## src/rtl/mnist_pkg.sv

```systemverilog
// rtl/mnist_pkg.sv - shared types, default sizes and helpers for the streaming MNIST classifier
package mnist_pkg;

  typedef enum logic [2:0] {
    S_IDLE,
    S_LOAD,
    S_DRAIN,
    S_ARGMAX,
    S_DONE
  } state_t;

  localparam int DEF_NUM_PIXELS  = 784;
  localparam int DEF_PIXEL_BITS  = 2;
  localparam int DEF_NUM_CLASSES = 10;
  localparam int DEF_WEIGHT_BITS = 8;
  localparam int DEF_ACC_BITS    = 20;

  function automatic int clog2(input int v);
    int r;
    r = 0;
    while ((1 << r) < v) r++;
    return r;
  endfunction

endpackage

```

## src/rtl/mnist_stream_classifier_if.sv

```systemverilog
// rtl/mnist_stream_classifier_if.sv - pixel stream and weight-row memory bus of the classifier
interface mnist_stream_classifier_if import mnist_pkg::*; #(
  parameter int NUM_PIXELS  = DEF_NUM_PIXELS,
  parameter int PIXEL_BITS  = DEF_PIXEL_BITS,
  parameter int NUM_CLASSES = DEF_NUM_CLASSES,
  parameter int WEIGHT_BITS = DEF_WEIGHT_BITS
);

  logic [PIXEL_BITS-1:0]              pixel_in;
  logic                               pixel_valid;
  logic                               pixel_ready;
  logic [clog2(NUM_PIXELS)-1:0]       weight_addr;
  logic                               weight_rd_en;
  logic [NUM_CLASSES*WEIGHT_BITS-1:0] weight_data;

  modport master (
    output pixel_in, pixel_valid, weight_data,
    input  pixel_ready, weight_addr, weight_rd_en
  );

  modport slave (
    input  pixel_in, pixel_valid, weight_data,
    output pixel_ready, weight_addr, weight_rd_en
  );

endinterface

```

## src/rtl/mnist_argmax.sv

```systemverilog
// rtl/mnist_argmax.sv - sequential signed argmax over a packed accumulator vector, lowest index wins ties
module mnist_argmax import mnist_pkg::*; #(
  parameter int NUM_CLASSES = DEF_NUM_CLASSES,
  parameter int ACC_BITS    = DEF_ACC_BITS
) (
  input  logic                            clk,
  input  logic                            rst,
  input  logic                            start,
  input  logic                            abort,
  input  logic [NUM_CLASSES*ACC_BITS-1:0] acc,
  output logic                            running,
  output logic                            done,
  output logic [clog2(NUM_CLASSES)-1:0]   idx,
  output logic [ACC_BITS-1:0]             best
);

  localparam int CLASS_BITS = clog2(NUM_CLASSES);
  localparam logic [CLASS_BITS-1:0] LAST = CLASS_BITS'(NUM_CLASSES - 1);

  logic [CLASS_BITS-1:0] k;
  logic [ACC_BITS-1:0]   cand;

  assign cand = acc[int'(k)*ACC_BITS +: ACC_BITS];
  assign done = running && (k == LAST);

  // start is the k=0 cycle; each following cycle compares one more class
  always_ff @(posedge clk or posedge rst) begin
    if (rst) begin
      running <= 1'b0;
      k       <= '0;
      idx     <= '0;
      best    <= '0;
    end else if (abort) begin
      running <= 1'b0;
    end else if (start) begin
      best    <= acc[ACC_BITS-1:0];
      idx     <= '0;
      k       <= CLASS_BITS'(1);
      running <= 1'b1;
    end else if (running) begin
      if ($signed(cand) > $signed(best)) begin
        best <= cand;
        idx  <= k;
      end
      if (k == LAST) running <= 1'b0;
      else           k       <= k + CLASS_BITS'(1);
    end
  end

endmodule

```

## src/rtl/mnist_stream_classifier.sv

```systemverilog
// rtl/mnist_stream_classifier.sv - streaming linear classifier: parallel signed MACs per pixel, then argmax
module mnist_stream_classifier import mnist_pkg::*; #(
  parameter int NUM_PIXELS  = DEF_NUM_PIXELS,
  parameter int PIXEL_BITS  = DEF_PIXEL_BITS,
  parameter int NUM_CLASSES = DEF_NUM_CLASSES,
  parameter int WEIGHT_BITS = DEF_WEIGHT_BITS,
  parameter int ACC_BITS    = DEF_ACC_BITS
) (
  input  logic                          clk,
  input  logic                          rst,
  input  logic                          start,
  input  logic                          abort,
  mnist_stream_classifier_if.slave      stream,
  output logic                          busy,
  output logic                          done,
  output logic [clog2(NUM_CLASSES)-1:0] prediction,
  output logic [ACC_BITS-1:0]           score
);

  localparam int ADDR_BITS  = clog2(NUM_PIXELS);
  localparam int CLASS_BITS = clog2(NUM_CLASSES);
  localparam int ACC_VEC    = NUM_CLASSES * ACC_BITS;

  state_t                 state, state_n;
  logic [ADDR_BITS-1:0]   cnt;
  logic [PIXEL_BITS-1:0]  pix_q;
  logic                   mac_en;
  logic                   accept;
  logic [ACC_VEC-1:0]     acc, acc_sum;
  logic [ACC_BITS-1:0]    pix_ext, w_ext;
  logic                   am_start, am_running, am_done;
  logic [CLASS_BITS-1:0]  am_idx;
  logic [ACC_BITS-1:0]    am_best;

  always_ff @(posedge clk or posedge rst) begin
    if (rst) state <= S_IDLE;
    else     state <= state_n;
  end

  always_comb begin
    state_n             = state;
    busy                = 1'b0;
    accept              = 1'b0;
    am_start            = 1'b0;
    stream.pixel_ready  = 1'b0;
    stream.weight_rd_en = 1'b0;
    stream.weight_addr  = cnt;
    case (state)
      S_IDLE: if (start) state_n = S_LOAD;
      S_LOAD: begin
        busy                = 1'b1;
        stream.pixel_ready  = 1'b1;
        accept              = stream.pixel_valid;
        stream.weight_rd_en = stream.pixel_valid;
        if (abort) state_n = S_IDLE;
        else if (accept && cnt == ADDR_BITS'(NUM_PIXELS - 1)) state_n = S_DRAIN;
      end
      S_DRAIN: begin
        busy    = 1'b1;
        state_n = abort ? S_IDLE : S_ARGMAX;
      end
      S_ARGMAX: begin
        busy     = 1'b1;
        am_start = !am_running;
        if (abort)        state_n = S_IDLE;
        else if (am_done) state_n = S_DONE;
      end
      S_DONE:  state_n = S_IDLE;
      default: state_n = S_IDLE;
    endcase
  end

  // operands widened to ACC_BITS so the product and sum wrap modulo 2^ACC_BITS
  always_comb begin
    acc_sum = '0;
    w_ext   = '0;
    pix_ext = ACC_BITS'(pix_q);
    for (int c = 0; c < NUM_CLASSES; c++) begin
      w_ext = ACC_BITS'($signed(stream.weight_data[c*WEIGHT_BITS +: WEIGHT_BITS]));
      acc_sum[c*ACC_BITS +: ACC_BITS] = acc[c*ACC_BITS +: ACC_BITS] + pix_ext * w_ext;
    end
  end

  always_ff @(posedge clk or posedge rst) begin
    if (rst) begin
      cnt        <= '0;
      pix_q      <= '0;
      mac_en     <= 1'b0;
      acc        <= '0;
      done       <= 1'b0;
      prediction <= '0;
      score      <= '0;
    end else begin
      done   <= (state == S_DONE);
      mac_en <= accept && !abort;
      if (state == S_IDLE && start) begin
        cnt <= '0;
        acc <= '0;
      end else begin
        if (accept) begin
          pix_q <= stream.pixel_in;
          cnt   <= cnt + ADDR_BITS'(1);
        end
        if (mac_en) acc <= acc_sum;
      end
      if (state == S_DONE) begin
        prediction <= am_idx;
        score      <= am_best;
      end
    end
  end

  mnist_argmax #(
    .NUM_CLASSES (NUM_CLASSES),
    .ACC_BITS    (ACC_BITS)
  ) u_argmax (
    .clk     (clk),
    .rst     (rst),
    .start   (am_start),
    .abort   (abort),
    .acc     (acc),
    .running (am_running),
    .done    (am_done),
    .idx     (am_idx),
    .best    (am_best)
  );

endmodule
```

## src/flat_wrapper.sv

```systemverilog
// flat-port wrapper written by rule: the top's interface ports become plain ports
module mnist_stream_classifier_flat import mnist_pkg::*;
#(
  parameter int NUM_PIXELS  = DEF_NUM_PIXELS,
  parameter int PIXEL_BITS  = DEF_PIXEL_BITS,
  parameter int NUM_CLASSES = DEF_NUM_CLASSES,
  parameter int WEIGHT_BITS = DEF_WEIGHT_BITS,
  parameter int ACC_BITS    = DEF_ACC_BITS
)
  (clk, rst, start, abort, busy, done, prediction, score, stream_pixel_in, stream_pixel_valid, stream_weight_data, stream_pixel_ready, stream_weight_addr, stream_weight_rd_en);
  mnist_stream_classifier_if #(.NUM_PIXELS(NUM_PIXELS), .PIXEL_BITS(PIXEL_BITS), .NUM_CLASSES(NUM_CLASSES), .WEIGHT_BITS(WEIGHT_BITS)) stream_i ();
  input  logic clk;
  input  logic rst;
  input  logic start;
  input  logic abort;
  output logic busy;
  output logic done;
  output logic [clog2(NUM_CLASSES)-1:0] prediction;
  output logic [ACC_BITS-1:0] score;
  input wire logic [$bits(stream_i.pixel_in)-1:0] stream_pixel_in;
  input wire logic [$bits(stream_i.pixel_valid)-1:0] stream_pixel_valid;
  input wire logic [$bits(stream_i.weight_data)-1:0] stream_weight_data;
  output wire logic [$bits(stream_i.pixel_ready)-1:0] stream_pixel_ready;
  output wire logic [$bits(stream_i.weight_addr)-1:0] stream_weight_addr;
  output wire logic [$bits(stream_i.weight_rd_en)-1:0] stream_weight_rd_en;
  assign stream_i.pixel_in = stream_pixel_in;
  assign stream_i.pixel_valid = stream_pixel_valid;
  assign stream_i.weight_data = stream_weight_data;
  assign stream_pixel_ready = stream_i.pixel_ready;
  assign stream_weight_addr = stream_i.weight_addr;
  assign stream_weight_rd_en = stream_i.weight_rd_en;
  mnist_stream_classifier #(.NUM_PIXELS(NUM_PIXELS), .PIXEL_BITS(PIXEL_BITS), .NUM_CLASSES(NUM_CLASSES), .WEIGHT_BITS(WEIGHT_BITS), .ACC_BITS(ACC_BITS)) u_core (.clk(clk), .rst(rst), .start(start), .abort(abort), .stream(stream_i), .busy(busy), .done(done), .prediction(prediction), .score(score));
endmodule
```

## config.mk

```make
export PLATFORM = sky130hd
export DESIGN_NAME = mnist_stream_classifier_flat
export DESIGN_NICKNAME = d
export VERILOG_FILES = /design/src/rtl/mnist_pkg.sv /design/src/rtl/mnist_stream_classifier_if.sv /design/src/rtl/mnist_argmax.sv /design/src/rtl/mnist_stream_classifier.sv /design/src/flat_wrapper.sv
export SDC_FILE = /design/constraint.sdc
export NUM_CORES = 1
export LEC_CHECK = 0
export CAP_MARGIN = 20
export CORE_MARGIN = 1
export CORE_UTILIZATION = 23
export CTS_CLUSTER_DIAMETER = 60
export DETAILED_ROUTE_END_ITERATION = 8
export GPL_ROUTABILITY_DRIVEN = 0
export PLACE_DENSITY_LB_ADDON = 0.25
export SYNTH_ARGS = -nofsm -noshare
export SYNTH_HDL_FRONTEND = slang
export SYNTH_SLANG_ARGS = --single-unit
```

## constraint.sdc

```tcl
create_clock -name clk -period 10.35 [get_ports clk]
set_clock_uncertainty 0.05 [all_clocks]
set_input_delay 1.035 -clock clk [delete_from_list [all_inputs] [get_ports clk]]
set_output_delay 1.035 -clock clk [all_outputs]
set_load 0.01 [all_outputs]
```

# --- Word-level counts from Yosys, hierarchy flattened ---
# Cells that the tools add are included.
classes:
  order_cmp: 1
  mux: 28
  add_sub_neg: 12
  eq_ne: 10
  n_shift: 1
  reduce_logical: 16
  bitwise: 2
  multipliers: 11
ops:
  columns: ["cell", "n"]
  rows:
  - ["200-bit 2-to-1 mux", 2]
  - ["20-bit adder", 10]
  - ["200-bit by 32-bit indexed part select with 20-bit output", 1]
  - ["3-bit by 8-bit multiplier with 11-bit output", 10]
  - ["20-bit 2-to-1 mux", 3]
  - ["4-bit 2-to-1 mux", 6]
  - ["20-bit > comparator", 1]
  - ["10-bit 2-to-1 mux", 2]
  - ["3-bit 2-to-1 mux", 5]
  - ["3-bit one-hot mux with 4 select lines", 1]
  - ["10-bit by 1-bit adder with 10-bit output, second input constant", 1]
  - ["10-bit equality test, second input constant", 1]
  - ["3-bit AND reduction", 3]
  - ["1-bit 2-to-1 mux", 8]
  - ["2-bit nonzero test", 4]
  - ["4-bit by 3-bit multiplier with 7-bit output, second input constant", 1]
  - ["3-bit by 2-bit equality test with 1-bit output, second input constant", 2]
  - ["3-bit by 2-bit != test with 1-bit output, second input constant", 2]
  - ["4-bit by 1-bit adder with 4-bit output, second input constant", 1]
  - ["4-bit equality test, second input constant", 1]
  - ["1-bit logical AND", 4]
  - ["3-bit by 1-bit equality test with 1-bit output, second input constant", 1]
  - ["3-bit equality test, second input constant", 1]
  - ["3-bit zero test", 1]
  - ["other kinds (7)", 9]
word_totals:
  register_bits: 270
  out_inout_bits: 38
  wordCells: 93

# --- Longest topological paths before layout ---
# Gate-level depths: netlist (run 1).
depth:
  word_depth: 6
  mapped_depth: 24

# --- By module ---
# A second synthesis (run 1) with hierarchy kept.
hier_totals:
  cells_unflattened: 2939
  hier_area_um2: 26273.9
modules_own_cells:
  columns: ["module", "area_per_inst_um2", "cells_each", "instances"]
  rows:
  - ["mnist_stream_classifier", 22804.4, 2632, 1]
  - ["mnist_argmax", 3469.6, 307, 1]

# --- Worst setup path after synthesis (run 1) ---
# No wires, ideal clock.
synth_timing:
  kind: "input -> register"
  start: "input stream_weight_data[33]"
  end: "register u_core.acc[99]"
  required_ns: 10.181
  slack_ns: 5.239
  t_arrival_ns: 4.943
  cell_stages: 21
  cell_sequence: "and2_1 ha_1 ha_1 inv_1 fa_1 nor2b_1 o21ai_0 a21boi_0 o21a_1 o21ai_0 a32oi_1 inv_1 ha_1 a21o_1 a21oi_1 nor2_1 a21oi_1 a21oi_1 or4_1 and3_1 o21a_1"
synth_via:
  elab_chain_len: 4
synth_rtl:
  columns: ["item", "line_no", "rtl"]
  rows:
  - ["start: declaration", "flat_wrapper.sv:22", "input wire logic [$bits(stream_i.weight_data)-1:0] stream_weight_data;"]
  - ["3-bit by 8-bit multiplier with 11-bit output", "mnist_stream_classifier.sv:80", "acc_sum[c*ACC_BITS +: ACC_BITS] = acc[c*ACC_BITS +: ACC_BITS] + pix_ext * w_ext;"]
  - ["20-bit adder", "mnist_stream_classifier.sv:80", null]
  - ["200-bit 2-to-1 mux", "mnist_stream_classifier.sv:104", "if (mac_en) acc <= acc_sum;"]
  - ["200-bit 2-to-1 mux", "mnist_stream_classifier.sv:96", "if (state == S_IDLE && start) begin"]
  - ["end signal: assignment", "mnist_stream_classifier.sv:104", null]
  - ["end: declaration", "mnist_stream_classifier.sv:29", "logic [ACC_VEC-1:0] acc, acc_sum;"]
# No other way between the ends. The select of a mux whose other input is x is not followed.
# A chain may end at the register's enable or synchronous reset.

# --- Worst setup path in the final report (run 1) ---
layout_timing:
  start: "register u_core.pix_q[1]"
  end: "register u_core.acc[99]"
layout_via:
  elab_chain_len: 4
layout_rtl:
  columns: ["item", "line_no", "rtl"]
  rows:
  - ["start: declaration", "mnist_stream_classifier.sv:26", "logic [PIXEL_BITS-1:0] pix_q;"]
  - ["start signal: assignment", "mnist_stream_classifier.sv:101", "pix_q <= stream.pixel_in;"]
  - ["3-bit by 8-bit multiplier with 11-bit output", "mnist_stream_classifier.sv:80", null]
  - ["20-bit adder", "mnist_stream_classifier.sv:80", null]
  - ["200-bit 2-to-1 mux", "mnist_stream_classifier.sv:104", null]
  - ["200-bit 2-to-1 mux", "mnist_stream_classifier.sv:96", null]
# No other way between the ends. The select of a mux whose other input is x is not followed.

==> summary.md, run 1 <==
| Metric | Value |
|---|---|
| Status | `completed` |
| Synth Warn # | `0` |
| Gr ovfl total | `0` |
| Clock slew at reported path FFs | `0.06 ns` |
| IO buf count | `124` |
| Final ANT Viol Nets | `0` |
| Routed WL | `78,500 µm` |
| Hold Buf Count CTS | `0` |
| Mapped Cells | `3,036` |
| Post-synth net total | `3,518` |
| Initial drt markers | `990` |
| Min Clock Period, post-route | `5.96 ns` |
| Gr busiest metal | `met2` |
| Most frequent cells in the layout | `375 x ha_1, 274 x nor2_1, 265 x dfrtp_1` |
| Mapped Area | `0.0268 mm²` |
| GRT met2 Usage | `21.3%` |
| Max frequency | `0.168 GHz` |
| Syn-to-layout area delta | `16.9%` |
| CTS root buffer | `clkbuf_16` |
| Worst-case vdd ir drop | `125 µV` |
| WP data arrival | `6.40 ns` |
| Synth Flop Type | `dfrtp_1` |
| Family with the most delay on the worst path | `compound AO/OA/AOI/OAI gates` |
| Core area | `0.115 mm²` |
| Tot Pwr | `9170 µW` |
| Worst setup EP type | `flip-flop` |
| Syn avg cell area | `8.84 µm²` |
| Max clock buf depth | `3` |
| Max cap viols | `0` |
| CP required | `10.79 ns` |
| Setup repair bufs after CTS | `0` |
| Nets | `3,593` |
| Fin crit share | `57.6%` |
| Combinational share of power | `60.2%` |
| Startpoint type of the worst setup path | `flip-flop` |
| Switching power | `4270 µW` |
| # resized after CTS | `0` |
| Global-route wire length before repair | `125,000 µm` |
| Initial antenna violation count | `0` |
| Drt via density | `4.71` |
| HP Class | `flip-flop to flip-flop` |
| Slew margin rel. | `30.2%` |
| Post-synth EDFFs | `0` |
| Fin Setup TNS | `0 ns` |
| Most common cell after layout, fill and taps aside | `ha_1` |
| Worst skew pair latency | `0.61 ns` |
| CTS tree | `built` |
| Tot GR Track Use | `13.4%` |
| GR Util met3 | `1.51%` |
| PwrDens | `292 mW/mm²` |
| DR WL/cell | `16.9 µm` |
| CTS Buf Count | `48` |
| Asr flop ratio synth | `100%` |
| Crit-path cells | `buf_4 -> and2_1 -> ha_1 -> ha_1 -> inv_1 -> fa_1 -> nor2b_1 -> o21ai_0 -> a21boi_0 -> o21a_1 -> o21ai_0 -> a32oi_1 -> inv_1 -> ha_1 -> a21o_1 -> a21oi_1 -> nor2_1 -> a21oi_1 -> a21oi_1 -> or4_1 -> and3_1 -> o21a_1` |
| # setup viols final | `0` |
| Critical path's slowest cell | `dfrtp_2` |
| Yosys reg bits | `270` |
| Slew @ Worst Pin | `1.05 ns` |
| Largest stage delay on the critical path | `0.71 ns` |
| TritonCTS Sinks | `270` |
| Initial DRT Pass Iterations | `5` |
| Count of distinct cell types in the synthesized netlist | `85` |
| Pin count of the biggest net entering global routing | `142` |
| Clock share of power | `18.7%` |
| N_diodes | `0` |
| Core Util, Final | `27.3%` |
| Die width | `344 µm` |
| Buf/Inv on CP | `3` |
| Starting density of the core | `23.4%` |
| Grt met1 use | `18.8%` |
| Leakage dissipation | `0.0147 µW` |
| Chip Height | `344 µm` |
| Net Sw Frac | `46.5%` |
| Max-slew violation count | `0` |
| Internal Power | `4910 µW` |
| Vias in the first global route | `21,668` |
| Seq pwr share | `21.1%` |
| CTS H-tree lvls | `2` |
| Seq/Total Area, Yosys | `25.2%` |
| IO Pins | `125` |
| Pre-CTS setup slack | `4.23 ns` |
| Layout cell share with drive strength beyond 1 | `7.09%` |
| Critical path type | `flip-flop to flip-flop` |
| DP Wirelength | `59,300 µm` |
| Unrepaired setup endpoints after global routing | `false` |
| Post-route DRC violation count | `0` |
| Vias | `21,928` |
| Setup ws final | `4.39 ns` |
| Final Hold Fails | `0` |
| Rows | `124` |
| CP Max Fanout | `54` |
| Die area | `0.118 mm²` |
## metrics by stage
stage | std cells | hold slack [ns] | instance area [µm²]
2_1_floorplan | 3036 | 0.422 | 26800
3_3_place_gp | 4572 | 0.441 | 29700
3_5_place_dp | 4573 | 0.441 | 29700
4_1_cts | 4657 | 0.458 | 31400
5_1_grt | 4657 | 0.474 | 31400
6_report | 4657 | 0.454 | 31400
## routing by layer
| metal | part of all wire, % | routed length (µm) | up-vias |
|---|---|---|---|
| met4 | 2.8 | 2230 | 0 |
| met2 | 45 | 35200 | 303 |
| met3 | 3.1 | 2460 | 91 |
| met1 | 49 | 38600 | 10357 |
| li1 | - | - | 11177 |
| met5 | 0 | 0 | - |
## power groups by stage
stage | clock network (µW) | logic [µW] | registers, µW
5_1_grt | 1810 | 6250 | 2010
3_5_place_dp | 0 | 5540 | 1970
4_1_cts | 1770 | 5570 | 1950
3_3_place_gp | 0 | 5520 | 1960
6_report | 1720 | 5520 | 1930
2_1_floorplan | 0 | 4390 | 1640
## flip-flops by register name, summed over array words and instances (netlist names)
name / count
u_core.u_argmax.best: 20
u_core.acc: 200
u_core.stream.weight_addr: 10
u_core.u_argmax.idx: 4
u_core.score: 20
u_core.u_argmax.running: 1
u_core.done: 1
u_core.mac_en: 1
u_core.state: 3
u_core.u_argmax.k: 4
u_core.prediction: 4
u_core.pix_q: 2
## area by class of cell
class / count / area, µm²
clock buffers: 55 / 1290
clock inverters: 29 / 393
fillers: 12321 / 83600
inverters: 192 / 731
multi-input cells: 2454 / 18900
flip-flops and latches: 270 / 6770
well taps: 1512 / 1890
repair buffers: 145 / 1430
## worst paths after layout
kind	from	end	slack, ns	cells after the start
max	u_core.pix_q[1]$_DFFE_PP0P_	u_core.acc[99]$_DFFE_PP0P_	4.39	22
min	u_core.u_argmax.idx[2]$_DFFE_PP0P_	u_core.prediction[2]$_DFFE_PP0P_	0.45	1
max reg2reg	u_core.pix_q[1]$_DFFE_PP0P_	u_core.acc[99]$_DFFE_PP0P_	4.39	22
min reg2reg	u_core.u_argmax.idx[2]$_DFFE_PP0P_	u_core.prediction[2]$_DFFE_PP0P_	0.45	1
max in group asynchronous	rst	u_core.acc[123]$_DFFE_PP0P_	8.09	3
min in group asynchronous	rst	u_core.mac_en$_DFF_PP0_	0.87	2
## kinds of logic after synthesis
family | after synthesis | share of synthesized area [%]
xor gates and xnor gates | 170 | 5.55
muxes | 225 | 10.5
AOI/OAI and AO/OA | 750 | 18.5
adders and majority gates | 395 | 19.0
and+or+nand+nor | 914 | 16.9
buffers and inverters | 312 | 4.52
DFF | 270 | 25.2
## worst register-to-register path, cell delays in order (launching register included)
cell	delay, ns
dfrtp_2	0.71
buf_4	0.52
and2_1	0.34
ha_1	0.15
ha_1	0.17
inv_1	0.06
fa_1	0.45
nor2b_1	0.11
o21ai_0	0.10
a21boi_0	0.25
o21a_1	0.16
o21ai_0	0.08
a32oi_1	0.35
inv_1	0.28
ha_1	0.43
a21o_1	0.19
a21oi_1	0.18
nor2_1	0.07
a21oi_1	0.21
a21oi_1	0.13
or4_1	0.49
and3_1	0.20
o21a_1	0.17
## cell usage after synthesis (6+ instances only)
cell type / instances / area share [%]
dfrtp_1: 270 / 25
mux2_2: 43 / 1.8
o21ai_0: 136 / 2.5
nand2b_1: 14 / 0.33
o21a_1: 32 / 0.89
fa_1: 20 / 1.5
and2_1: 145 / 3.4
o2bb2ai_1: 19 / 0.62
buf_1: 16 / 0.22
mux4_2: 40 / 3.4
a21boi_0: 20 / 0.56
nor4b_1: 15 / 0.49
a22oi_1: 20 / 0.56
nor2b_1: 52 / 1.2
a21o_1: 99 / 2.8
a31oi_1: 16 / 0.37
nor2_1: 274 / 3.8
xnor2_1: 107 / 3.5
a32o_1: 6 / 0.22
or2_2: 8 / 0.19
mux2i_1: 142 / 5.3
a211oi_1: 43 / 1.2
and4_1: 6 / 0.20
nor4_1: 6 / 0.14
a211o_1: 7 / 0.23
or3_1: 12 / 0.28
nand3b_1: 8 / 0.22
a21oi_1: 200 / 3.7
o31ai_1: 12 / 0.34
nand2_1: 184 / 2.6
o211ai_1: 23 / 0.64
nor3_1: 55 / 1.0
nand4_1: 28 / 0.65
clkbuf_1: 93 / 1.3
inv_1: 191 / 2.7
ha_1: 375 / 17
o21bai_1: 33 / 0.92
or4_1: 15 / 0.42
nand3_1: 58 / 1.1
and3_1: 24 / 0.56
o22ai_1: 14 / 0.33
xor2_1: 63 / 2.1
No activity file was read; power rests on OpenSTA's default activity.
==> inputs of run 2 (changes only) <==
- clock period: 10.35 -> 5.1 ns (I/O delays scaled with it)
==> run 2 against run 1 <==
Core utilization up 1.3 points. Combinational power grew 120%. Design area up 4.7%. Clock-buffer cell count rose by 1. Global-route usage increased by 0.13 points. Register-to-register slack worse by 4.1 ns. Maximum frequency up 23%. Sequential cell count unchanged. Non-clock buffer count grew 159. Total power up 110%. Via count up 2.4%. Critical path type unchanged. Largest cell class unchanged.
==> summary.md, run 2 (synthesized netlist as in run 1, its figures left out) <==
| Metric | Value |
|---|---|
| # setup viols final | `0 (unchanged)` |
| Max clock buf depth | `3 (unchanged)` |
| Tot Pwr | `19,500 µW (+110%)` |
| Status | `completed` |
| Chip Height | `344 µm (unchanged)` |
| CTS root buffer | `clkbuf_16` |
| Fin crit share | `94.9% (+37 points)` |
| WL met1 | `39,600 µm (+2.7%)` |
| Worst-case vdd ir drop | `281 µV (+130%)` |
| Core Util, Final | `28.6% (+1.3 points)` |
| IO Pins | `125 (unchanged)` |
| CTS tree | `built` |
| Rows | `124 (unchanged)` |
| Met2 wire length | `36,700 µm (+4.1%)` |
| Max frequency | `0.207 GHz (+23%)` |
| Layout cell share with drive strength beyond 1 | `12.8% (+5.7 points)` |
| Worst skew pair latency | `0.60 ns (about the same)` |
| Max-slew violation count | `0 (unchanged)` |
| Max reg flops | `200 (unchanged)` |
| HP Class | `input port to asynchronous set/reset pin` |
| Clock slew at reported path FFs | `0.06 ns (about the same)` |
| Gr ovfl total | `0 (unchanged)` |
| Routed WL | `79,700 µm (+1.5%)` |
| Filler instances | `12,236 (-0.69%)` |
| Final ANT Viol Nets | `0 (unchanged)` |
| Initial antenna violation count | `1 (+1)` |
| Global-route wire length before repair | `127,000 µm (+1.8%)` |
| Vias in the first global route | `22,198 (+2.4%)` |
| Slew @ Worst Pin | `1.00 ns (-0.0457 ns)` |
| Nets | `3,749 (+4.3%)` |
| Most frequent cells in the layout | `370 x ha_1, 271 x nor2_1, 265 x dfrtp_1` |
| CTS H-tree lvls | `2 (unchanged)` |
| Startpoint type of the worst setup path | `flip-flop` |
| Drt via density | `4.66 (-1.0%)` |
| Syn-to-layout area delta | `22.4%` |
| Hold Buf Count CTS | `0 (unchanged)` |
| Dpl cells | `4,723 (+3.3%)` |
| IO buf count | `124 (unchanged)` |
| Top Layer Used | `met4` |
| CP required | `5.52 ns (-5.27 ns)` |
| Largest Register | `u_core.acc` |
| Die width | `344 µm (unchanged)` |
| Initial DRT Pass Iterations | `5 (unchanged)` |
| PwrDens | `592 mW/mm² (+100%)` |
| Tot GR Track Use | `13.5% (+0.13 points)` |
| Pin count of the biggest net entering global routing | `110 (-23%)` |
| Top Registers | `u_core.acc (200), u_core.score (20), u_core.u_argmax.best (20)` |
| Vias | `22,453 (+2.4%)` |
| WP data arrival | `5.26 ns (-1.14 ns)` |
| Max cap viols | `0 (unchanged)` |
| CTS Buf Count | `45 (-6.3%)` |
| DP Wirelength | `61,300 µm (+3.5%)` |
| Unrepaired setup endpoints after global routing | `true` |
| Min Clock Period, post-route | `4.84 ns (-1.12 ns)` |
| Most common cell after layout, fill and taps aside | `ha_1` |
| Post-route DRC violation count | `0 (unchanged)` |
| Critical path type | `flip-flop to flip-flop` |
| CP Max Fanout | `33 (-39%)` |
| Leakage dissipation | `0.0155 µW (+5.5%)` |
| Starting density of the core | `23.4% (unchanged)` |
| Core area | `0.115 mm² (unchanged)` |
| Initial drt markers | `999 (+0.91%)` |
| Final Hold Fails | `0 (unchanged)` |
| TritonCTS Sinks | `270 (unchanged)` |
| Die area | `0.118 mm² (unchanged)` |
| Metal3 WL | `2240 µm (-8.9%)` |
| Worst setup EP type | `flip-flop` |
| Post-Layout Cell Count | `4,819 (+3.5%)` |
| DR WL/cell | `16.5 µm (-1.9%)` |
| Slew margin rel. | `33.2% (+3.0 points)` |
[run 2: changes by cell type in the layout (fill, tap and decap cells not counted), sizes merged]
cell / before / now
buf: 21 / 180
bufinv: 7 / 5
clkbuf: 55 / 56
clkinv: 7 / 12
clkinvlp: 3 / 6
diode: 0 / 3
inv: 204 / 197
[run 2: repair_timing]
item / CTS / global route
resized for setup: 1 / 68
buffers inserted: 0 / 8
setup endpoints to repair: 1 / 44
pin swaps: 0 / 27
[run 2: layer usage]
| layer | up-vias | track usage (%) |
|---|---|---|
| li1 | 11491 | - |
| met1 | 10626 | 19.0 |
| met2 | 267 | 22.3 |
| met3 | 69 | 1.49 |
| met4 | 0 | 2.47 |
| met5 | - | 0 |
[run 2: final timing paths]
path	from	end	slack, ns	depth (start not counted)
min	rst	u_core.acc[187]$_DFFE_PP0P_	0.36	2
min in group clk	stream_pixel_in[0]	u_core.pix_q[0]$_DFFE_PP0P_	0.42	3
min reg2reg	u_core.u_argmax.best[1]$_DFFE_PP0P_	u_core.score[1]$_DFFE_PP0P_	0.45	1
max	u_core.pix_q[0]$_DFFE_PP0P_	u_core.acc[99]$_DFFE_PP0P_	0.26	23
max in group asynchronous	rst	u_core.acc[21]$_DFFE_PP0P_	3.79	3
max reg2reg	u_core.pix_q[0]$_DFFE_PP0P_	u_core.acc[99]$_DFFE_PP0P_	0.26	23
[run 2: report_power, final]
| group | internal, µW | switching, µW |
|---|---|---|
| combinational | 5680 | 6670 |
| clock | 1990 | 1260 |
| sequential | 2870 | 983 |
[run 2: critical path, stage by stage (launching register included)]
cell      delay (ns)
dfrtp_4         0.50
buf_12          0.16
and2_4          0.17
ha_1            0.27
ha_2            0.17
inv_1           0.05
fa_1            0.43
nor2b_1         0.12
o21ai_1         0.08
a21boi_1        0.18
o21a_1          0.17
o21ai_0         0.09
a32oi_2         0.28
inv_2           0.12
buf_4           0.18
ha_4            0.22
buf_4           0.14
nand3_1         0.10
nor2_2          0.06
nand3_1         0.12
a21oi_1         0.09
or4_1           0.49
and3_1          0.20
o21a_1          0.18
[run 2: area by class of cell]
| cell class | count | area [µm²] | area share (%) |
|---|---|---|---|
| Multi-Input combinational cell | 2454 | 19100 | 58.2 |
| Sequential cell | 270 | 6770 | 20.6 |
| Timing Repair Buffer | 304 | 2780 | 8.44 |
| Tap cell | 1512 | 1890 | 5.75 |
| Clock buffer | 56 | 1230 | 3.73 |
| Inverter | 192 | 727 | 2.21 |
| Clock inverter | 28 | 348 | 1.06 |
| Antenna cell | 3 | 7.51 | 0.0228 |
[run 2: through the flow]
| step | setup WS, ns | cell area, µm² | TNS, ns | hold slack, ns |
|---|---|---|---|---|
| 2_1_floorplan | 0.360 | 26900 | 0 | 0.422 |
| 3_3_place_gp | -0.202 | 31000 | -0.602 | 0.440 |
| 3_5_place_dp | -0.233 | 31000 | -0.921 | 0.442 |
| 4_1_cts | 0.0254 | 32500 | 0 | 0.358 |
| 5_1_grt | -0.0722 | 32900 | -0.129 | 0.393 |
| 6_report | 0.258 | 32900 | 0 | 0.360 |
